[src/rtl/arb_mux_pkg.sv]
// Shared types and helpers for the arbitrated, registered N:1 selector.
package arb_mux_pkg;

  typedef enum logic {
    ARB_RR    = 1'b0,
    ARB_FIXED = 1'b1
  } arb_mode_t;

  // Round-robin pointer successor: the channel after k, wrapping to 0 past n-1.
  function automatic int unsigned next_ptr(input int unsigned k, input int unsigned n);
    return (k == n - 32'd1) ? 32'd0 : k + 32'd1;
  endfunction

endpackage

[src/rtl/arb_mux_reg_rr_pick.sv]
// Combinational rotating priority picker: first request at or after START, wrapping.
module rr_pick #(
  parameter int unsigned N   = 4,
  parameter int unsigned IDW = (N > 1) ? $clog2(N) : 1
) (
  input  logic [N-1:0]   req,
  input  logic [IDW-1:0] start,
  output logic [N-1:0]   gnt,
  output logic [IDW-1:0] idx
);

  logic [N-1:0] rot;
  logic         found;
  int unsigned  rot_idx;

  // Rotate requests so that the start channel lands at position 0.
  always_comb begin
    rot = '0;
    for (int unsigned j = 0; j < N; j++) begin
      int unsigned s;
      s = j + 32'(start);
      if (s >= N) s = s - N;
      rot[j] = req[s];
    end
  end

  // Priority-encode the rotated vector, lowest position wins.
  always_comb begin
    found   = 1'b0;
    rot_idx = 32'd0;
    for (int unsigned j = 0; j < N; j++) begin
      if (!found && rot[j]) begin
        found   = 1'b1;
        rot_idx = j;
      end
    end
  end

  // Undo the rotation to get the real channel index and one-hot grant.
  always_comb begin
    int unsigned s;
    gnt = '0;
    idx = '0;
    s   = rot_idx + 32'(start);
    if (s >= N) s = s - N;
    if (found) begin
      gnt[s] = 1'b1;
      idx    = IDW'(s);
    end
  end

endmodule

[src/rtl/arb_mux_reg.sv]
// N-input arbitrated selector feeding a single registered valid/ready output stage.
module arb_mux_reg
  import arb_mux_pkg::*;
#(
  parameter int unsigned N    = 4,
  parameter int unsigned W    = 32,
  parameter arb_mode_t   MODE = ARB_RR,
  parameter int unsigned IDW  = (N > 1) ? $clog2(N) : 1
) (
  input  logic                CLK,
  input  logic                RST,
  input  logic [N-1:0][W-1:0] DIN,
  input  logic [N-1:0]        VALID,
  output logic [N-1:0]        READY,
  output logic [W-1:0]        DOUT,
  output logic                DOUT_VALID,
  input  logic                DOUT_READY,
  output logic [IDW-1:0]      SRC_ID
);

  logic [W-1:0]   dout_q, dout_d;
  logic           dout_valid_q, dout_valid_d;
  logic [IDW-1:0] src_id_q, src_id_d;
  logic [IDW-1:0] ptr_q, ptr_d;

  logic           load;
  logic           xfer;
  logic [IDW-1:0] start;
  logic [N-1:0]   gnt;
  logic [IDW-1:0] gnt_idx;

  // Fixed priority and the single-channel case always scan from channel 0.
  assign start = (MODE == ARB_FIXED || N == 1) ? '0 : ptr_q;

  rr_pick #(
    .N   (N),
    .IDW (IDW)
  ) u_pick (
    .req   (VALID),
    .start (start),
    .gnt   (gnt),
    .idx   (gnt_idx)
  );

  // Stage can take a word when empty or draining this cycle.
  always_comb begin
    load  = !dout_valid_q || DOUT_READY;
    READY = (load && !RST) ? gnt : '0;
    xfer  = |(VALID & READY);
  end

  // Next-state for the output stage and round-robin pointer.
  always_comb begin
    dout_d       = dout_q;
    dout_valid_d = dout_valid_q;
    src_id_d     = src_id_q;
    ptr_d        = ptr_q;
    if (load) begin
      if (xfer) begin
        dout_d       = DIN[gnt_idx];
        src_id_d     = gnt_idx;
        dout_valid_d = 1'b1;
        if (MODE == ARB_RR && N > 1) ptr_d = IDW'(next_ptr(32'(gnt_idx), N));
      end else begin
        dout_valid_d = 1'b0;
      end
    end
  end

  // Output register and pointer; reset drops any held word.
  always_ff @(posedge CLK) begin
    if (RST) begin
      dout_q       <= '0;
      dout_valid_q <= 1'b0;
      src_id_q     <= '0;
      ptr_q        <= '0;
    end else begin
      dout_q       <= dout_d;
      dout_valid_q <= dout_valid_d;
      src_id_q     <= src_id_d;
      ptr_q        <= ptr_d;
    end
  end

  assign DOUT       = dout_q;
  assign DOUT_VALID = dout_valid_q;
  assign SRC_ID     = src_id_q;

endmodule

[config.mk]
export PLATFORM = sky130hd
export DESIGN_NAME = arb_mux_reg
export DESIGN_NICKNAME = d
export VERILOG_FILES = /design/src/rtl/arb_mux_pkg.sv /design/src/rtl/arb_mux_reg_rr_pick.sv /design/src/rtl/arb_mux_reg.sv
export SDC_FILE = /design/constraint.sdc
export NUM_CORES = 1
export LEC_CHECK = 0
export ABC_AREA = 1
export BUFFER_PORTS_ARGS = -buffer_cell sky130_fd_sc_hd__buf_4
export CORE_UTILIZATION = 45
export CTS_CLUSTER_SIZE = 12
export DETAILED_ROUTE_END_ITERATION = 12
export PLACE_DENSITY = 0.87
export SLEW_MARGIN = 10
export SYNTH_ARGS = -nofsm -noshare
export SYNTH_HDL_FRONTEND = slang
export SYNTH_SLANG_ARGS = --single-unit
export TNS_END_PERCENT = 100
[constraint.sdc]
create_clock -name CLK -period 3.41 [get_ports CLK]
set_input_delay 0.682 -clock CLK [delete_from_list [all_inputs] [get_ports CLK]]
set_output_delay 0.682 -clock CLK [all_outputs]
set_load 0.01 [all_outputs]
Word-level counts from Yosys, hierarchy flattened
Cells that the tools add are included.
- register bits after elaboration: 37
- input port bits: 135
- output and inout bits: 39
- logic and storage cells: 70
- add/subtract/negate cells: 10
- order comparisons: 12
- equality and inequality tests: 1
- muxes and demuxes: 29
- bitwise gates (word level): 1
- reduce and logical (&&, ||, !) cells: 13
- operator list (operator ; count):
    $mux 32 ; 6
    $lt 32x3->1 const B ; 5
    $ge 32x3->1 const B ; 4
    $sub 32x3->32 const B ; 4
    $bmux 32 s2 ; 1
    $ge 32x1->1 const B ; 1
    $mux 1 ; 11
    $bmux 1 s2 ; 4
    $mux 2 ; 4
    $mux 4 ; 2
    $add 2x2->3 const A ; 2
    $logic_and 1x1->1 ; 5
    $logic_not 1->1 ; 5
    $and 4x4->4 ; 1
    $reduce_or 4->1 ; 1
    $sub 2x3->4 const B ; 1
    $add 1x2->3 const A ; 1
    $add 2x2->3 ; 1
    $ge 2x3->1 const B ; 1
    $lt 2x3->1 const B ; 1
    $add 2x1->2 const B ; 1
    $demux 1 s2 ; 1
    $eq 2x2->1 const B ; 1
    $reduce_and 2->1 ; 1
    $logic_or 1x1->1 ; 1

Depth between registers and ports, before layout
Gate-level depths: netlist of run 1.
- word-level depth: 26
- mapped depth: 21
- mapped depth without buffers: 19

Cells and area by module
A second synthesis of run 1 with hierarchy kept.
- cell total of the unflattened synthesis: 528
- area total of the unflattened synthesis: 2909.0 um^2
- modules (own cells, without submodules) (module ; times used ; cells an instance ; area an instance (um^2) ; sequential area each (um^2)):
    arb_mux_reg ; 1 ; 463 ; 2598.7 ; 740.7
    rr_pick ; 1 ; 65 ; 310.3 ; 0.0

Least setup slack after synthesis of run 1
No wires, ideal clock.
- path kind: input-to-output
- from: in VALID[1]
- to: out READY[2]
- arrival time: 2.018 ns
- required time: 2.728 ns
- slack: 0.710 ns
- stages on the path: 10
- cell sequence: inv_1 nand2_1 nand3_1 nand2_1 a21oi_1 ha_1 or2_2 nor2_1 inv_1 nor2_1
- longest elaborated chain between the ends: 21
- elaborated cells between the ends (all ways): 32
- classes of those cells: add/sub: 2; order compare: 3; mux: 20; reduce/logical: 7
- ends and longest elaborated chain (what ; line ; source):
    start, declared ; arb_mux_reg.sv:13 ; input logic [N-1:0] VALID,
    $bmux 1 s2 ; arb_mux_reg_rr_pick.sv:23 ; rot[j] = req[s];
    $mux 1 (not written as such) ; arb_mux_reg_rr_pick.sv:23 ;
    $mux 1 ; arb_mux_reg_rr_pick.sv:32 ; if (!found && rot[j]) begin
    $logic_not 1->1 ; arb_mux_reg_rr_pick.sv:32 ;
    $logic_and 1x1->1 ; arb_mux_reg_rr_pick.sv:32 ;
    $mux 1 ; arb_mux_reg_rr_pick.sv:32 ;
    $logic_not 1->1 ; arb_mux_reg_rr_pick.sv:32 ;
    $logic_and 1x1->1 ; arb_mux_reg_rr_pick.sv:32 ;
    (+5 left out) ; - ;
    $sub 32x3->32 / $ge 32x3->1 (equally long branches) ; arb_mux_reg_rr_pick.sv:45 ; if (s >= N) s = s - N;
    $mux 32 ; arb_mux_reg_rr_pick.sv:45 ;
    $ge 32x1->1 (not written as such) / $lt 32x3->1 (equally long branches) ; arb_mux_reg_rr_pick.sv:47 ; gnt[s] = 1'b1;
    $logic_and 1x1->1 (not written as such) ; arb_mux_reg_rr_pick.sv:47 ;
    $mux 1 (not written as such) ; arb_mux_reg_rr_pick.sv:47 ;
    $demux 1 s2 ; - ;
    $mux 4 * ; arb_mux_reg_rr_pick.sv:46 ; if (found) begin
    $mux 4 * ; arb_mux_reg.sv:48 ; READY = (load && !RST) ? gnt : '0;
    end, declared ; arb_mux_reg.sv:14 ; output logic [N-1:0] READY,
Mark *: on every way between the ends. The rest lies on a longest branch, timed or not. The select of a mux whose other input is x is not followed.

Worst setup path after layout of run 1
- from: reg ptr_q[0]
- to: out READY[0]
- longest elaborated chain between the ends: 23
- elaborated cells between the ends (all ways): 47
- classes of those cells: add/sub: 9; order compare: 7; mux: 24; reduce/logical: 7
- ends and longest elaborated chain (what ; line ; source):
    start, declared ; arb_mux_reg.sv:24 ; logic [IDW-1:0] ptr_q, ptr_d;
    start signal, assigned ; arb_mux_reg.sv:81 ; ptr_q <= ptr_d;
    branches (longest 21 deep; another with $sub 32x3->32) ; - ;
    $mux 4 * ; arb_mux_reg_rr_pick.sv:46 ;
    $mux 4 * ; arb_mux_reg.sv:48 ;
Every way passes the cells marked *. The select of a mux whose other input is x is not followed.

==> results of run 1 <==
-- Yosys cell counts, drive strengths merged --
library cell and instances:
ha 2, clkinv 1, clkbuf 2, nand4 1, buf 30, o21ai 64, nor2 107, or2 1
inv 49, a21oi 5, nand3 13, xor2 1, nand2 253, dfxtp 37
-- repair_timing --
item                       4_1_cts  5_1_grt
hold buffers                     0        0
gates resized for setup          0        2
setup endpoints to repair        0       40
hold endpoints to repair         0        0
-- logic make-up (layout without fill, tap and decap cells) --
kind of cell / count (synthesis) / in the layout
AND/OR/NAND/NOR: 375 / 376
AO/OA/AOI/OAI: 69 / 69
XOR/XNOR: 1 / 1
adder cells (fa/ha/maj): 2 / 2
buffers and inverters: 82 / 237
flip-flops: 37 / 37
-- state kept, by name, indices dropped and copies added, names as in the netlist --
| register | flops |
|---|---|
| DOUT_VALID | 1 |
| DOUT | 32 |
| ptr_q | 2 |
| SRC_ID | 2 |
-- area by class of cell --
| class | count | share of cell area |
|---|---|---|
| multi-input combinational | 448 | 0.4269 |
| clock buffer | 7 | 0.01989 |
| clock inverter | 1 | 0.006918 |
| sequential | 37 | 0.1712 |
| tap | 77 | 0.02220 |
| inverter | 50 | 0.04324 |
| timing repair buffer | 179 | 0.3096 |
-- worst max-delay path, stage by stage, from the launching register on --
cell and delay, ps:
dfxtp_2 400, inv_2 160, nand2_1 70, nand2_1 130, nand2_1 60, nand2_1 80
nand2_1 50, a21oi_1 140, ha_1 280, or2_2 300, nor2_1 190, inv_1 80
nor2_1 110, buf_4 130
-- routing by layer --
metal  global-route usage  vias to the layer above
met1               0.3116                     1671
met2               0.4873                      162
met5                    0                        -
met4              0.08621                        0
li1                     -                     2020
met3              0.05169                        6
-- worst paths after layout --
path             start   endpoint  slack [ps]  cells past startpoint
max           ptr_q[0]   READY[0]         260                     13
min          SRC_ID[1]  SRC_ID[1]         470                      2
max reg2reg   ptr_q[0]    DOUT[5]         350                     18
min reg2reg  SRC_ID[1]  SRC_ID[1]         470                      2
-- stage by stage --
step           setup WS [ps]  cells  hold WS (ps)  cell area [um^2]
6_report               258.6    799         468.2              4340
2_1_floorplan          709.9    566         470.1              2963
4_1_cts                92.74    798         470.6              4327
5_1_grt                13.66    799         484.5              4340
3_3_place_gp           296.8    790         441.3              4210
3_5_place_dp           127.8    790         458.8              4210
-- power by group through the flow --
stage | logic [uW] | registers, uW | clock network, uW
floorplan | 2860 | 685 | 0
global placement | 3550 | 661 | 0
detailed placement | 3640 | 664 | 0
CTS | 3650 | 656 | 402
global route | 4240 | 672 | 419
finish | 3680 | 658 | 397
==> impl_metrics.yaml, run 1 <==
synthesis:
  yosys.area_share.simple: 0.4928
  ys_ff_latch: 37
  netlist_instances: 566
  synth_compound_area_frac: 0.1166
  yosysWarnings: 0
  yosysTopAreaCellShare: 0.3180
  synth_mux_area_frac: 0
  synth_top_family_by_area: "simple AND/OR/NAND/NOR gates"
  yosys.area_share.xor_xnor: 0.002956
  yosysTopAreaCell: "nand2_1"
  synth_top_cells_by_area: "nand2_1 (32%), dfxtp_1 (25%), nor2_1 (13%)"
  ys_types: 23
  netlist_area_mm2: 0.002963
  yosysSeqAreaShare: 0.2500
  yosys.area_share.adder: 0.008446
  postSynthAreaPerCell_um2: 5.235
  synth_nets: 703
sta:
  fin_crit_ps: 3151
  worst_slew_pin_slew_ps: 816.1
  slew_viol_final: 0
  setup_viol: 0
  rsz0062_at_grt: "false"
  maxSlewHeadroom: 0.4547
  period_share: 0.9242
  setup-tns-final_ps: 0
  fmax_ghz: 0.3173
  finalClockSkew_ps: 4.959
  hold_violations: 0
power:
  clock_power_share: 0.084
  pwr-share-seq: 0.139
  ir_drop_uv: 698.3
  intPower_uw: 2074
  switching_share: 0.5621
  p_comb_frac: 0.777
  p_switching_uw: 2662
  total_power_uw: 4735
  p_per_area_mw_per_mm2: 1091
  p_leak_uw: 0.002477
grt:
  grt_max_degree: 71
  grt_pass1_wl_um: 15420
  antenna_found_initial: 0
  grt_pass1_vias: 3571
  overflow: 0
  grt_usage: 0.2672
clock_tree:
  insertion_delay_ps: 290
  cts_tree: "yes"
  clock_sinks: 37
  clkTransAtPathRegs_ps: 70
  cts_setup_buffers: 0
  cts_buffer_depth: 2
  htree_levels: 2
  cts_root_buffer: "clkbuf_8"
  cts_buffers: 5
critical_path:
  required_ps: 2730
  arrival_ps: 2470
  crit_fanout: 13
  critPathKind: "reg -> out"
  end_kind: "output port"
  start_kind: "register"
route:
  drc_errors: 0
  post_drt_wl_per_cell_um: 11.71
  via_count: 3859
  drt-vias-per-instance: 4.830
  dr_wl_met3_um: 653
  met1_length_um: 3924
  firstDrtPassIters: 6
  initialDrtViolationCount: 136
  ant_nets: 0
  route.met2.wl_um: 4675
  wirelength_um: 9354
  highest_layer: "met4"
worst_hold_path:
  hold_path.class: "reg -> reg"
run:
  max-cap-violations: 0
floorplanning:
  initial_core_util: 0.4666
  die_w_um: 83.14
  core_mm2: 0.006350
  ios: 174
  dieArea_mm2: 0.006912
  chipHeight_um: 83.14
  fp-row-count: 29
final_layout:
  seqCellArea_um2: 743.2
  final_util: 0.6835
  n_fill_cell: 618
  final_common_cell: "nand2_1"
  most-common-layout-cells: "nand2_1 (250), buf_4 (179), nor2_1 (104)"
  antenna_cells: 0
  final_net_count: 858
  multi_input_area_mm2: 0.001853
  syn2layout_area_growth_pct: 46.49
  drive_gt1_frac: 0.2770
placement:
  routabilityCongestion: 0.8689
  dp_hpwl_um: 6825
  portBuffers: 173
outcome:
  outcome: "completed"
Power figures use the tool's default switching activity.
==> inputs of run 2 (changes only) <==
CORE_UTILIZATION = 44   (was 45)
PLACE_DENSITY = 0.86   (was 0.87)
SYNTH_HIERARCHICAL = 1   (was unset)
==> impl_metrics.yaml, run 2 <==
outcome:
  outcome: "completed"
grt:
  overflow: 0
  antenna_found_initial: 0
  grt_usage: 0.2741
  grt_pass1_wl_um: 15840
  grt_max_degree: 74
  grt_pass1_vias: 3602
synthesis:
  synth_top_cells_by_area: "dfxtp_1 (25%), nor2_1 (23%), nand2_1 (14%)"
  synth_nets: 665
  ys_types: 23
  yosysTopAreaCell: "dfxtp_1"
  yosysWarnings: 6
  postSynthAreaPerCell_um2: 5.510
  async_reset_ff_frac: 0
  ys_ff_latch: 37
  synth_edf_count: 0
  netlist_instances: 528
  netlist_area_mm2: 0.002909
  yosysSeqAreaShare: 0.2546
  synth.most_common_cell: "nor2_1"
  synth_flop_cell: "dfxtp_1"
  synthTopCellsByCount: "nor2_1 (178), nand2_1 (108), o21ai_0 (69)"
  yosysTopAreaCellShare: 0.2546
final_layout:
  final_util: 0.6765
  final_net_count: 820
  syn2layout_area_growth_pct: 47.66
  antenna_cells: 0
  most-common-layout-cells: "nor2_1 (178), buf_4 (178), nand2_1 (108)"
  n_fill_cell: 607
  drive_gt1_frac: 0.3026
  largest_reg_flops: 32
sta:
  slew_viol_final: 0
  rsz0062_at_grt: "false"
  setup_viol: 0
  hold_violations: 0
  setup-tns-final_ps: 0
  finalClockSkew_ps: 5.879
  worst_slew_pin_slew_ps: 402.1
  fmax_ghz: 0.3172
  fin_crit_ps: 3153
  period_share: 0.9246
  maxSlewHeadroom: 0.7319
critical_path:
  r2r-start: "ptr_q[0]"
  required_ps: 2730
  crit_chain: "buf_4 -> inv_1 -> nand2_1 -> nand2_1 -> nand2_1 -> nand2_1 -> a31oi_1 -> nor2_1 -> ha_1 -> xor2_1 -> inv_1 -> nand3_2 -> nand2_2 -> nand2_2 -> nor2_1 -> inv_1 -> nor2_1 -> buf_4"
  startpoint: "VALID[1]"
  critPathKind: "in -> out"
  end_kind: "output port"
  crit_family: "simple AND/OR/NAND/NOR gates"
  path_buf_inv: 5
  arrival_ps: 2470
  crit_fanout: 3
  cp_slowest_cell: "a31oi_1"
  cp_common_cell: "nand2_1"
  critPathMaxStageDelay_ps: 190
  r2r_setup_slack_ps: 680
  start_kind: "input port"
route:
  initialDrtViolationCount: 199
  post_drt_wl_per_cell_um: 12.28
  wirelength_um: 9345
  via_count: 3742
  ant_nets: 0
  drt-vias-per-instance: 4.917
  firstDrtPassIters: 4
  drc_errors: 0
floorplanning:
  dieArea_mm2: 0.006941
  core_mm2: 0.006350
  ios: 174
  initial_core_util: 0.4581
  fp-row-count: 29
  die_w_um: 83.31
  chipHeight_um: 83.31
clock_tree:
  cts_buffers: 5
  cts_tree: "yes"
  clkTransAtPathRegs_ps: 80
  hold_buffers: 0
  cts_setup_buffers: 0
  clock_sinks: 37
  cts_buffer_depth: 2
  htree_levels: 2
  insertion_delay_ps: 290
  cts_root_buffer: "clkbuf_8"
placement:
  routabilityCongestion: 0.8615
  portBuffers: 173
  dp_hpwl_um: 7016
run:
  max-cap-violations: 0
worst_hold_path:
  hp-start: "DOUT[12]"
  hold_path.class: "reg -> reg"
run 2: changes by cell type after synthesis, moves of 3 or more:
cell / previous run / this run
a21oi_1: 5 / 1
buf_2: 18 / 9
buf_4: 6 / 1
buf_6: 4 / 12
clkbuf_1: 2 / 7
inv_1: 45 / 49
nand2_1: 251 / 108
nand2_2: 2 / 9
nand3_1: 13 / 3
nand4_1: 1 / 4
nor2_1: 104 / 178
o21ai_0: 38 / 69
run 2: per-stage QoR:
stage | std cells | hold slack, ps | setup slack [ps] | area [um^2]
after CTS | 761 | 516.5 | 98.42 | 4290
after floorplan | 528 | 518.7 | 666.2 | 2909
after global placement | 753 | 497.3 | 441.0 | 4156
final | 761 | 515.1 | 257.2 | 4295
after global routing | 761 | 532.9 | 21.85 | 4295
after detailed placement | 753 | 503.4 | 296.0 | 4156
run 2: final timing paths:
check | to | cells after the start
max | READY[3] | 18
min | DOUT[12] | 4
max reg2reg | SRC_ID[1] | 21
min reg2reg | DOUT[12] | 4
run 2: timing repair:
item                                    in CTS  in global routing
resized for setup                            0                  3
endpoints found under the setup margin       0                  4
endpoints found under the hold margin        0                  0
run 2: final cells by class:
| class | count | area (um^2) | share of cell area |
|---|---|---|---|
| multi-input combinational | 406 | 1737 | 0.4043 |
| timing repair buffer | 180 | 1376 | 0.3204 |
| sequential | 37 | 745.7 | 0.1736 |
| inverter | 53 | 206.4 | 0.04806 |
| tap | 77 | 96.34 | 0.02243 |
| clock buffer | 5 | 68.82 | 0.01602 |
| clock inverter | 3 | 65.06 | 0.01515 |
run 2: worst min-delay path, cell delays in order (launching register included):
cell,delay (ps)
dfxtp_1,310
inv_1,50
nand2_1,40
nand2_1,50
nor2_1,30
run 2: cells by family after synthesis:
| kind of cell | synth area share |
|---|---|
| buffers and inverters | 0.1484 |
| AOI/OAI and AO/OA | 0.1690 |
| and+or+nand+nor | 0.4163 |
| adders and majority gates | 0.008601 |
| xor gates and xnor gates | 0.003011 |
| DFF | 0.2546 |
run 2: metal layers:
metal  up-vias  wire length (um)  share of wire  GRT usage
met5         -                 0              0          0
met4         0               276          0.030     0.1082
met3        21               812          0.087    0.06759
met2       173              4586           0.49     0.5060
met1      1625              3670           0.39     0.2977
li1       1923                 -              -          -
Power of run 2 is left out: the tool's default activity adds up to more than one toggle a clock period on the data nets, which glitch-free logic cannot reach.
==> inputs of run 3 (changes only) <==
BUFFER_PORTS_ARGS = -buffer_cell sky130_fd_sc_hd__clkbuf_2   (was -buffer_cell sky130_fd_sc_hd__buf_4)
==> impl_metrics.yaml, run 3 (synthesis gave the netlist of run 2 again) <==
clock_tree:
  cts-resized-gates: 0
  cts_buffer_depth: 2
  clock_sinks: 37
  cts_tree: "yes"
  insertion_delay_ps: 270
  cts_buffers: 5
  cts_root_buffer: "clkbuf_8"
  htree_levels: 2
  cts_setup_buffers: 0
  clkTransAtPathRegs_ps: 70
  hold_buffers: 0
floorplanning:
  fp-row-count: 29
  ios: 174
  dieArea_mm2: 0.006941
  core_mm2: 0.006350
  die_w_um: 83.31
  initial_core_util: 0.4581
  chipHeight_um: 83.31
route:
  wirelength_um: 8589
  initialDrtViolationCount: 145
  post_drt_wl_per_cell_um: 11.32
  via_count: 3696
  firstDrtPassIters: 4
  drc_errors: 0
  drt-vias-per-instance: 4.870
  ant_nets: 0
critical_path:
  startpoint: "VALID[0]"
  crit_fanout: 3
  required_ps: 2730
  start_kind: "input port"
  arrival_ps: 2540
  end_kind: "output port"
  r2r-start: "ptr_q[0]"
  critPathKind: "in -> out"
sta:
  fin_crit_ps: 3218
  setup-tns-final_ps: 0
  setup_viol: 0
  period_share: 0.9437
  hold_violations: 0
  worst_slew_pin_slew_ps: 384.0
  rsz0062_at_grt: "false"
  maxSlewHeadroom: 0.7436
  slew_viol_final: 0
  finalClockSkew_ps: 5.322
  fmax_ghz: 0.3107
final_layout:
  syn2layout_area_growth_pct: 31.23
  largest_reg_flops: 32
  seqCellArea_um2: 743.2
  drive_gt1_frac: 0.2991
  final_common_cell: "nor2_1"
  n_fill_cell: 614
  antenna_cells: 0
  multi_input_area_mm2: 0.001737
  final_net_count: 819
  most-common-layout-cells: "nor2_1 (178), clkbuf_2 (173), nand2_1 (108)"
grt:
  overflow: 0
  grt_max_degree: 74
  grt_usage: 0.2515
  antenna_found_initial: 0
  grt_pass1_wl_um: 14750
  grt_pass1_vias: 3462
run:
  max-cap-violations: 0
worst_hold_path:
  hp-start: "DOUT[29]"
  hold_path.class: "reg -> reg"
placement:
  portBuffers: 173
  dp_hpwl_um: 6537
  routabilityCongestion: 0.8186
outcome:
  outcome: "completed"
-- run 3: area by class of cell --
class,instances,area share
clock buffer,7,0.02262
inverter,53,0.05408
multi-input combinational,406,0.4549
sequential,37,0.1947
tap,77,0.02524
timing repair buffer,179,0.2484
-- run 3: routing by layer --
metal	up-vias	share of wire	GRT usage
li1	1926	-	-
met1	1612	0.43	0.2804
met2	148	0.49	0.4784
met3	10	0.062	0.04076
met4	0	0.018	0.08464
met5	-	0	0
-- run 3: worst max-delay path: stages --
cell,delay [ps]
clkbuf_2,110
inv_1,50
nand2_1,80
nand2_1,60
nand2_1,60
nand2_1,100
a31oi_1,140
nor2_1,60
ha_1,180
xor2_1,150
inv_1,70
nand3_2,70
nand2_2,100
nand2_2,70
nor2_1,160
inv_1,80
nor2_1,130
clkbuf_2,160
-- run 3: final timing paths --
check	endpoint	cells past startpoint	slack, ps
worst min-delay path	DOUT[29]	4	510
worst max register to register	DOUT[6]	21	660
worst max-delay path	READY[3]	18	190
worst min register to register	DOUT[29]	4	510
-- run 3: per-stage QoR --
step	hold slack (ps)	cell area [um^2]	instances	setup slack [ps]	utilization
after detailed placement	504.7	3729	752	243.3	0.5872
after global routing	546.8	3817	759	29.85	0.6012
after CTS	517.5	3815	759	77.27	0.6008
final	513.1	3817	759	192.0	0.6012
after floorplan	518.7	2909	528	666.2	-
after global placement	495.9	3729	752	425.5	0.5872
Power of run 3 is left out for the same reason.
